File: src/rtl/fetch_unit_pkg.sv
// Shared CPU definitions used by the fetch stage: HALT opcode, PC step,
// fetch FSM states and the decode-side instruction packet.
package fetch_unit_pkg;

  localparam logic [15:0] HALT_OPCODE = 16'hFFFF;
  localparam logic [15:0] PC_STEP     = 16'd2;

  typedef enum logic {
    RUN    = 1'b0,
    HALTED = 1'b1
  } fetch_state_e;

  // Instruction register contents handed to decode.
  typedef struct packed {
    logic [15:0] pc;
    logic [15:0] word;
  } fetch_pkt_t;

endpackage

File: src/rtl/fetch_unit.sv
// Instruction fetch stage: drives PCAddress from the pc register, captures the
// combinational memory word into a one-deep instruction register with a
// valid/ready handshake, and accepts redirects from branch resolution.
// Optional macro FETCH_HALT_EN: stop fetching after presenting HALT_OPCODE.
module fetch_unit
  import fetch_unit_pkg::*;
#(
  parameter logic [15:0] RESET_PC = 16'h0000
) (
  input  logic        clk,
  input  logic        rst_n,
  output logic [15:0] PCAddress,
  input  logic [15:0] Instruction,
  output logic [15:0] instr_out,
  output logic [15:0] instr_pc,
  output logic        instr_valid,
  input  logic        instr_ready,
  input  logic        redirect_valid,
  input  logic [15:0] redirect_target,
  output logic        halted
);

  fetch_state_e state, state_nxt;
  logic [15:0]  pc;
  fetch_pkt_t   ir;
  logic         ir_vld;
  logic         load;
  logic         is_halt;
  logic         unused_tgt_lsb;

  // Targets are halfword aligned; bit 0 is dropped.
  assign unused_tgt_lsb = redirect_target[0];

  // Register is free when empty or being drained this cycle; redirect wins.
  assign load = (!ir_vld || instr_ready) && (state == RUN) && !redirect_valid;

`ifdef FETCH_HALT_EN
  assign is_halt = (Instruction == HALT_OPCODE);
`else
  assign is_halt = 1'b0;
`endif

  assign PCAddress   = pc;
  assign instr_out   = ir.word;
  assign instr_pc    = ir.pc;
  assign instr_valid = ir_vld;

  // FSM state register.
  always_ff @(posedge clk or negedge rst_n) begin
    if (!rst_n) state <= RUN;
    else        state <= state_nxt;
  end

  // FSM next state: halt after capturing HALT, resume only on redirect.
  always_comb begin
    state_nxt = state;
    if (redirect_valid)        state_nxt = RUN;
    else if (load && is_halt)  state_nxt = HALTED;
  end

  // FSM outputs.
  always_comb begin
`ifdef FETCH_HALT_EN
    halted = (state == HALTED);
`else
    halted = 1'b0;
`endif
  end

  // pc and instruction register: redirect flush, load, or drain after transfer.
  always_ff @(posedge clk or negedge rst_n) begin
    if (!rst_n) begin
      pc     <= RESET_PC;
      ir     <= '0;
      ir_vld <= 1'b0;
    end else if (redirect_valid) begin
      pc     <= {redirect_target[15:1], 1'b0};
      ir_vld <= 1'b0;
    end else if (load) begin
      ir.word <= Instruction;
      ir.pc   <= pc;
      ir_vld  <= 1'b1;
      pc      <= pc + PC_STEP;
    end else if (ir_vld && instr_ready) begin
      ir_vld <= 1'b0;
    end
  end

endmodule

File: config.mk
export PLATFORM = sky130hd
export DESIGN_NAME = fetch_unit
export DESIGN_NICKNAME = d
export VERILOG_FILES = /design/src/rtl/fetch_unit_pkg.sv /design/src/rtl/fetch_unit.sv
export SDC_FILE = /design/constraint.sdc
export NUM_CORES = 1
export LEC_CHECK = 0
export ABC_AREA = 1
export CAP_MARGIN = 30
export CORE_AREA = 3 3 91 93
export CTS_BUF_LIST = sky130_fd_sc_hd__clkbuf_2 sky130_fd_sc_hd__clkbuf_4 sky130_fd_sc_hd__clkbuf_8
export DETAILED_ROUTE_END_ITERATION = 8
export DIE_AREA = 0 0 94 96
export GPL_ROUTABILITY_DRIVEN = 1
export HOLD_SLACK_MARGIN = 0.02
export MAX_ROUTING_LAYER = met4
export PLACE_DENSITY = 0.55
export SLEW_MARGIN = 30
export SYNTH_ARGS = -nofsm -noshare
export SYNTH_HDL_FRONTEND = slang
export SYNTH_SLANG_ARGS = --single-unit
File: constraint.sdc
create_clock -name clk -period 1.5 [get_ports clk]
set_input_delay 0.3 -clock clk [delete_from_list [all_inputs] [get_ports clk]]
set_output_delay 0.3 -clock clk [all_outputs]
set_load 0.01 [all_outputs]
==> qor.json, run 1 <==
{
  "global_route.overflow_total": 0,
  "power_density_nw_per_um2": 938.5,
  "final_layout_size_suffix_gt1_share_pct": 15.12,
  "critical_path.reg2reg.startpoint": "PCAddress[2]",
  "die_span_y_um": 96,
  "detail_route.wl_per_cell_um": 13.00,
  "cp-end-kind": "flop",
  "synth.top_cells.by_area": "sky130_fd_sc_hd__dfrtp_1, sky130_fd_sc_hd__nand2_1, sky130_fd_sc_hd__nor2_1",
  "slew_violations": 0,
  "via_count": 2123,
  "synth.cell_area_um2": 2236,
  "placedCellCount": 463,
  "route.final.wire_length_um": 6226,
  "avgSynthCellArea_um2": 8.281,
  "initial_core_util_pct": 29.39,
  "grt_pass1_wl_um": 10450,
  "chipWidth_um": 94,
  "grt_max_degree": 25,
  "port_buffers": 81,
  "reg2reg_to": "PCAddress[15]",
  "path_max_fanout": 4,
  "numCtsBuffers": 5,
  "insertion_delay_ns": 0.30,
  "yosysMostFrequentCell": "sky130_fd_sc_hd__nand2_1",
  "rsz0062_at_grt": "false",
  "timing.max_cap.violations": 0,
  "clk_pin_slew_ns": 0.09,
  "placement.setup.worst_slack_ns": -0.1267,
  "power.ir.vdd_worst_uv": 423.3,
  "final.period_utilization_pct": 91.51,
  "cellLeakagePower_uw": 0.001744,
  "synth_edf_count": 0,
  "cts.root.buffer_cell": "sky130_fd_sc_hd__clkbuf_8",
  "ys_top_cells_by_count": "sky130_fd_sc_hd__nand2_1, sky130_fd_sc_hd__dfrtp_1, sky130_fd_sc_hd__nor2_1",
  "layout.nets": 413,
  "number_of_drc_markers_in_iteration_0": 67,
  "synth_largest_area_cell": "sky130_fd_sc_hd__dfrtp_1",
  "post_synth_num_cell_types": 26,
  "flop_to_flop_setup_slack_ns": 0.13,
  "drc_errors": 0,
  "worst_r2r_path_depth": 8,
  "status": "finished clean",
  "final_non_filler_cell_total": 479,
  "drt.antenna.violating_nets": 0,
  "first_global_vias": 2116,
  "global_route.usage.total_pct": 15.18,
  "crit_arrival_ns": 1.61,
  "finalCriticalPeriod_ns": 1.373,
  "cts_max_level": 2,
  "drt-vias-per-instance": 4.432,
  "post-route-util_pct": 45.02,
  "achievable-frequency_mhz": 728.6,
  "detailedRoute.firstPassIterationCount": 4,
  "dominantRegCellSynth": "sky130_fd_sc_hd__dfrtp_1",
  "ios": 86,
  "area_growth_syn_to_layout_pct": 53.16,
  "ys_ff_latch": 47,
  "worst-setup-path-type": "reg -> reg",
  "synthesis.instances": 270,
  "setup_viol_count_final": 0,
  "synth_seq_area_share_pct": 52.60,
  "routability_cong": 0.8382,
  "std_cell_rows": 32,
  "timing.clock.skew_ns": 0.003415,
  "detailed_place_hpwl_um": 4728,
  "coreArea_um2": 7607,
  "tritoncts": "built",
  "setup_ws_ns": 0.1274,
  "yosysWarnings": 0,
  "min-delay-path-class": "in -> async",
  "required_time_of_the_critical_path_ns": 1.74,
  "fp.dieArea_um2": 9024,
  "antennaDiodeCount": 0,
  "startpoint_type": "flop",
  "synth.top_cell.area_share_pct": 52.60,
  "finalHoldViolations": 0,
  "synthArstFlopShare_pct": 100.0,
  "cts_max_path_buffers": 2,
  "antenna_found_initial": 0,
  "clkSinkCount": 47
}
==> placed cells by master (no fill, tap or decap), types with 9 or more instances in the layout <==
cell,Yosys,layout
sky130_fd_sc_hd__clkdlybuf4s50_1,0,33
sky130_fd_sc_hd__dlygate4sd2_1,0,40
sky130_fd_sc_hd__nand3_1,21,21
sky130_fd_sc_hd__inv_1,18,18
sky130_fd_sc_hd__dfrtp_1,47,43
sky130_fd_sc_hd__buf_4,5,23
sky130_fd_sc_hd__a22oi_1,11,11
sky130_fd_sc_hd__nor2_1,29,29
sky130_fd_sc_hd__nand2_1,91,91
sky130_fd_sc_hd__o21ai_0,9,9
==> area by class of cell <==
cell class	instances	area, µm²
Fill cell	773	4183
Inverter	20	77.57
Clock buffer	6	76.32
Clock inverter	2	12.51
Timing Repair Buffer	110	1056
Sequential cell	47	1181
Tap cell	102	127.6
Multi-Input combinational cell	192	893.4
==> flip-flops by register name, summed over array words and instances (netlist names) <==
name and cells:
PCAddress 15, instr_out 16, instr_pc 15, instr_valid 1
==> critical path, stage by stage (launching register included) <==
cell and delay, ns:
sky130_fd_sc_hd__dfrtp_2 0.38, sky130_fd_sc_hd__buf_4 0.13, sky130_fd_sc_hd__ha_2 0.20, sky130_fd_sc_hd__inv_1 0.07, sky130_fd_sc_hd__nor2_4 0.16, sky130_fd_sc_hd__nand2_1 0.10
sky130_fd_sc_hd__nor2_2 0.12, sky130_fd_sc_hd__nand3_1 0.08, sky130_fd_sc_hd__nand3_1 0.08
==> per-stage QoR <==
stage / setup TNS [ns] / total power, µW / cell area [µm²] / hold slack (ns)
6_report: 0 / 3214 / 3425 / 0.4708
5_1_grt: 0 / 3426 / 3425 / 0.5025
4_1_cts: 0 / 3275 / 3405 / 0.4846
3_5_place_dp: -2.591 / 2551 / 3298 / 0.2706
3_3_place_gp: -2.218 / 2540 / 3298 / 0.2751
2_1_floorplan: 0 / 1947 / 2243 / 0.004409
==> timing repair <==
| action | in CTS | in global routing |
|---|---|---|
| gates resized for setup | 44 | 8 |
| hold buffers | 1 | 0 |
| setup endpoints to repair | 41 | 9 |
| hold endpoints to repair | 15 | 0 |
| setup buffers | 7 | 0 |
| pin swaps | 0 | 0 |
==> worst max-delay path by stage <==
stage | from | endpoint | slack, ns
6_report | PCAddress[2] | PCAddress[15] | 0.13
5_1_grt | PCAddress[2] | PCAddress[15] | 0.007
4_1_cts | instr_pc[9] | instr_pc[9] | 0.00002
3_5_place_dp | instr_ready | PCAddress[14] | -0.13
3_3_place_gp | instr_ready | PCAddress[14] | -0.10
2_1_floorplan | PCAddress[2] | PCAddress[13] | 0.28
==> power by group <==
group / leakage (µW) / internal, µW / switching, µW
Sequential: 0.000567 / 1430 / 96.6
Combinational: 0.00113 / 457 / 463
Clock: 0.0000446 / 344 / 425
==> logic make-up after synthesis <==
| kind of cell | Yosys count | share of synthesized area [%] |
|---|---|---|
| AO/OA/AOI/OAI | 27 | 7.443 |
| XOR/XNOR | 2 | 0.7836 |
| AND/OR/NAND/NOR | 159 | 30.55 |
| adder cells (fa/ha/maj) | 1 | 0.5595 |
| flip-flops | 47 | 52.60 |
| other | 1 | 0.1677 |
| buffers and inverters | 33 | 7.890 |
==> routing by layer <==
metal  track usage [%]  vias to the layer above  share of wire, %  routed length [µm]
met3             3.440                        8               5.6                 346
met4             3.851                        0               1.1                  70
met1             19.72                      991                45                2816
met2             24.13                       58                48                2992
met5                 -                        -                 0                   0
li1                  -                     1066                 -                   -
No activity file was read; power rests on OpenSTA's default activity.
==> run 2: changes to the inputs <==
--- a/config.mk
+++ b/config.mk
@@ -7,10 +7,10 @@
 export LEC_CHECK = 0
 export ABC_AREA = 1
 export CAP_MARGIN = 30
-export CORE_AREA = 3 3 91 93
+export CORE_AREA = 2 2 90 92
 export CTS_BUF_LIST = sky130_fd_sc_hd__clkbuf_2 sky130_fd_sc_hd__clkbuf_4 sky130_fd_sc_hd__clkbuf_8
 export DETAILED_ROUTE_END_ITERATION = 8
-export DIE_AREA = 0 0 94 96
+export DIE_AREA = 0 0 92 94
 export GPL_ROUTABILITY_DRIVEN = 1
 export HOLD_SLACK_MARGIN = 0.02
 export MAX_ROUTING_LAYER = met4
==> run 2 against run 1 <==
Sequential cell count did not move. Non-clock buffer count rose by 4. Fmax rose by 0.22%. Design area rose by 1.6%. Highest routed layer unchanged. Setup slack improved by 0.0031 ns. Combinational power rose by 1%. Critical path type unchanged. Largest cell class unchanged. Sequential share of layout area fell by 0.58 points. Clock power rose by 20%.
==> qor.json, run 2 (synthesis results as in run 1) <==
{
  "detailed_place_hpwl_um": 4673,
  "layout.nets": 417,
  "achievable-frequency_mhz": 730.2,
  "cts_max_path_buffers": 2,
  "layout_common_cells": "sky130_fd_sc_hd__nand2_1, sky130_fd_sc_hd__dfrtp_1, sky130_fd_sc_hd__dlygate4sd2_1",
  "final_non_filler_cell_total": 482,
  "placedInstanceArea_um2": 3336,
  "setup_viol_count_final": 0,
  "first_global_vias": 2047,
  "worst-setup-path-type": "reg -> reg",
  "placedCellCount": 468,
  "number_of_drc_markers_in_iteration_0": 89,
  "drt.antenna.violating_nets": 0,
  "antennaDiodeCount": 0,
  "coreArea_um2": 7607,
  "filler_cell_count_in_the_final_layout": 771,
  "grt_pass1_wl_um": 10160,
  "antenna_found_initial": 0,
  "numCtsBuffers": 5,
  "timing.clock.skew_ns": 0.006065,
  "detailedRoute.firstPassIterationCount": 4,
  "wl_met1_um": 2945,
  "global_route.usage.total_pct": 15.33,
  "top_signal_layer_used": "met4",
  "crit_arrival_ns": 1.61,
  "global_route.overflow_total": 0,
  "std_cell_rows": 32,
  "tritoncts": "built",
  "path_max_fanout": 4,
  "rsz0062_at_grt": "false",
  "detail_route.wl_per_cell_um": 12.96,
  "drc_errors": 0,
  "ios": 86,
  "power_density_nw_per_um2": 971.5,
  "timing.max_cap.violations": 0,
  "finalCriticalPeriod_ns": 1.370,
  "status": "finished clean",
  "initial_core_util_pct": 29.39,
  "area_growth_syn_to_layout_pct": 55.62,
  "drt-vias-per-instance": 4.481,
  "mostFrequentLayoutCell": "sky130_fd_sc_hd__nand2_1",
  "startpoint_type": "flop",
  "wl_met2_um": 2969,
  "worst_path_cell_chain": "buf_4 -> ha_2 -> inv_1 -> nor2_4 -> nand2_1 -> nor2_2 -> nand3_1 -> nand3_1",
  "routability_cong": 0.8240,
  "insertion_delay_ns": 0.30,
  "cellLeakagePower_uw": 0.001778,
  "clk_pin_slew_ns": 0.09,
  "final.period_utilization_pct": 91.30,
  "fp.dieArea_um2": 8648,
  "min-delay-path-class": "reg -> reg",
  "die_span_y_um": 94,
  "critical_path.n_buffers_inverters": 2,
  "chipWidth_um": 92,
  "critical_path.slowest_cell": "sky130_fd_sc_hd__dfrtp_1",
  "via_count": 2160,
  "route.final.wire_length_um": 6248,
  "clkSinkCount": 47,
  "cpLargestDelayFamily": "simple AND/OR/NAND/NOR gates",
  "crit_path_max_incr_delay_ns": 0.37,
  "required_time_of_the_critical_path_ns": 1.74,
  "cts_max_level": 2,
  "crit_path_frequent_cell": "sky130_fd_sc_hd__nand3_1",
  "met3WireLength_um": 303,
  "finish.instance_area_um2": 3480,
  "final_layout_size_suffix_gt1_share_pct": 15.53,
  "flip_flop_count_of_the_largest_register_all_copies_and_words_added": 16,
  "power.ir.vdd_worst_uv": 412.9,
  "port_buffers": 81,
  "cts.root.buffer_cell": "sky130_fd_sc_hd__clkbuf_8",
  "grt_max_degree": 32,
  "cp-end-kind": "flop",
  "slew_violations": 0,
  "finalHoldViolations": 0
}
-- run 2: area by class of cell --
type / count / area, µm² / share of cell area [%]
Tap cell: 102 / 127.6 / 3.668
Multi-Input combinational cell: 192 / 898.4 / 25.82
Clock inverter: 2 / 37.54 / 1.079
Inverter: 20 / 77.57 / 2.229
Sequential cell: 47 / 1180 / 33.91
Timing Repair Buffer: 114 / 1090 / 31.32
Clock buffer: 5 / 68.82 / 1.978
-- run 2: path summary, 6_finish.rpt --
kind / from / to / slack, ns / depth (start not counted)
min in group asynchronous: rst_n / instr_out[4] / 0.49 / 2
worst max-delay path: PCAddress[1] / PCAddress[13] / 0.13 / 8
worst min register to register: instr_out[9] / instr_out[9] / 0.48 / 2
max in group asynchronous: rst_n / PCAddress[5] / 0.48 / 3
worst min-delay path: instr_out[9] / instr_out[9] / 0.48 / 2
worst max register to register: PCAddress[1] / PCAddress[13] / 0.13 / 8
-- run 2: power breakdown --
part / internal (µW) / total (µW) / switching [µW]
registers: 1430 / 1520 / 95.6
logic: 465 / 932 / 467
clock network: 488 / 925 / 437
-- run 2: stage by stage --
stage	power (µW)	setup WS (ns)	hold WS (ns)	utilization, %	TNS, ns
2_1_floorplan	1947	0.2751	0.004409	-	0
3_5_place_dp	2565	-0.1380	0.2650	43.85	-4.034
5_1_grt	3591	0.02678	0.5044	45.74	0
3_3_place_gp	2552	-0.1111	0.2555	43.85	-3.282
6_report	3380	0.1305	0.4812	45.74	0
4_1_cts	3442	0.002190	0.4886	45.38	0
-- run 2: worst min-delay path: cells and delay by family, from the launching register on --
family / cells / cell delay (ns)
simple gates: 2 / 0.11
flops: 1 / 0.35
-- run 2: timing repair --
| item | 4_1_cts | 5_1_grt |
|---|---|---|
| hold buffers | 1 | 0 |
| gates resized for setup | 42 | 10 |
| hold endpoints to repair | 16 | 0 |
| endpoints found under the setup margin | 40 | 10 |
| buffers inserted | 6 | 0 |
-- run 2: routing by layer --
metal / up-vias / global-route usage (%)
li1: 1076 / -
met1: 1019 / 19.99
met2: 60 / 25.06
met3: 5 / 3.210
met4: 0 / 2.985
met5: - / -
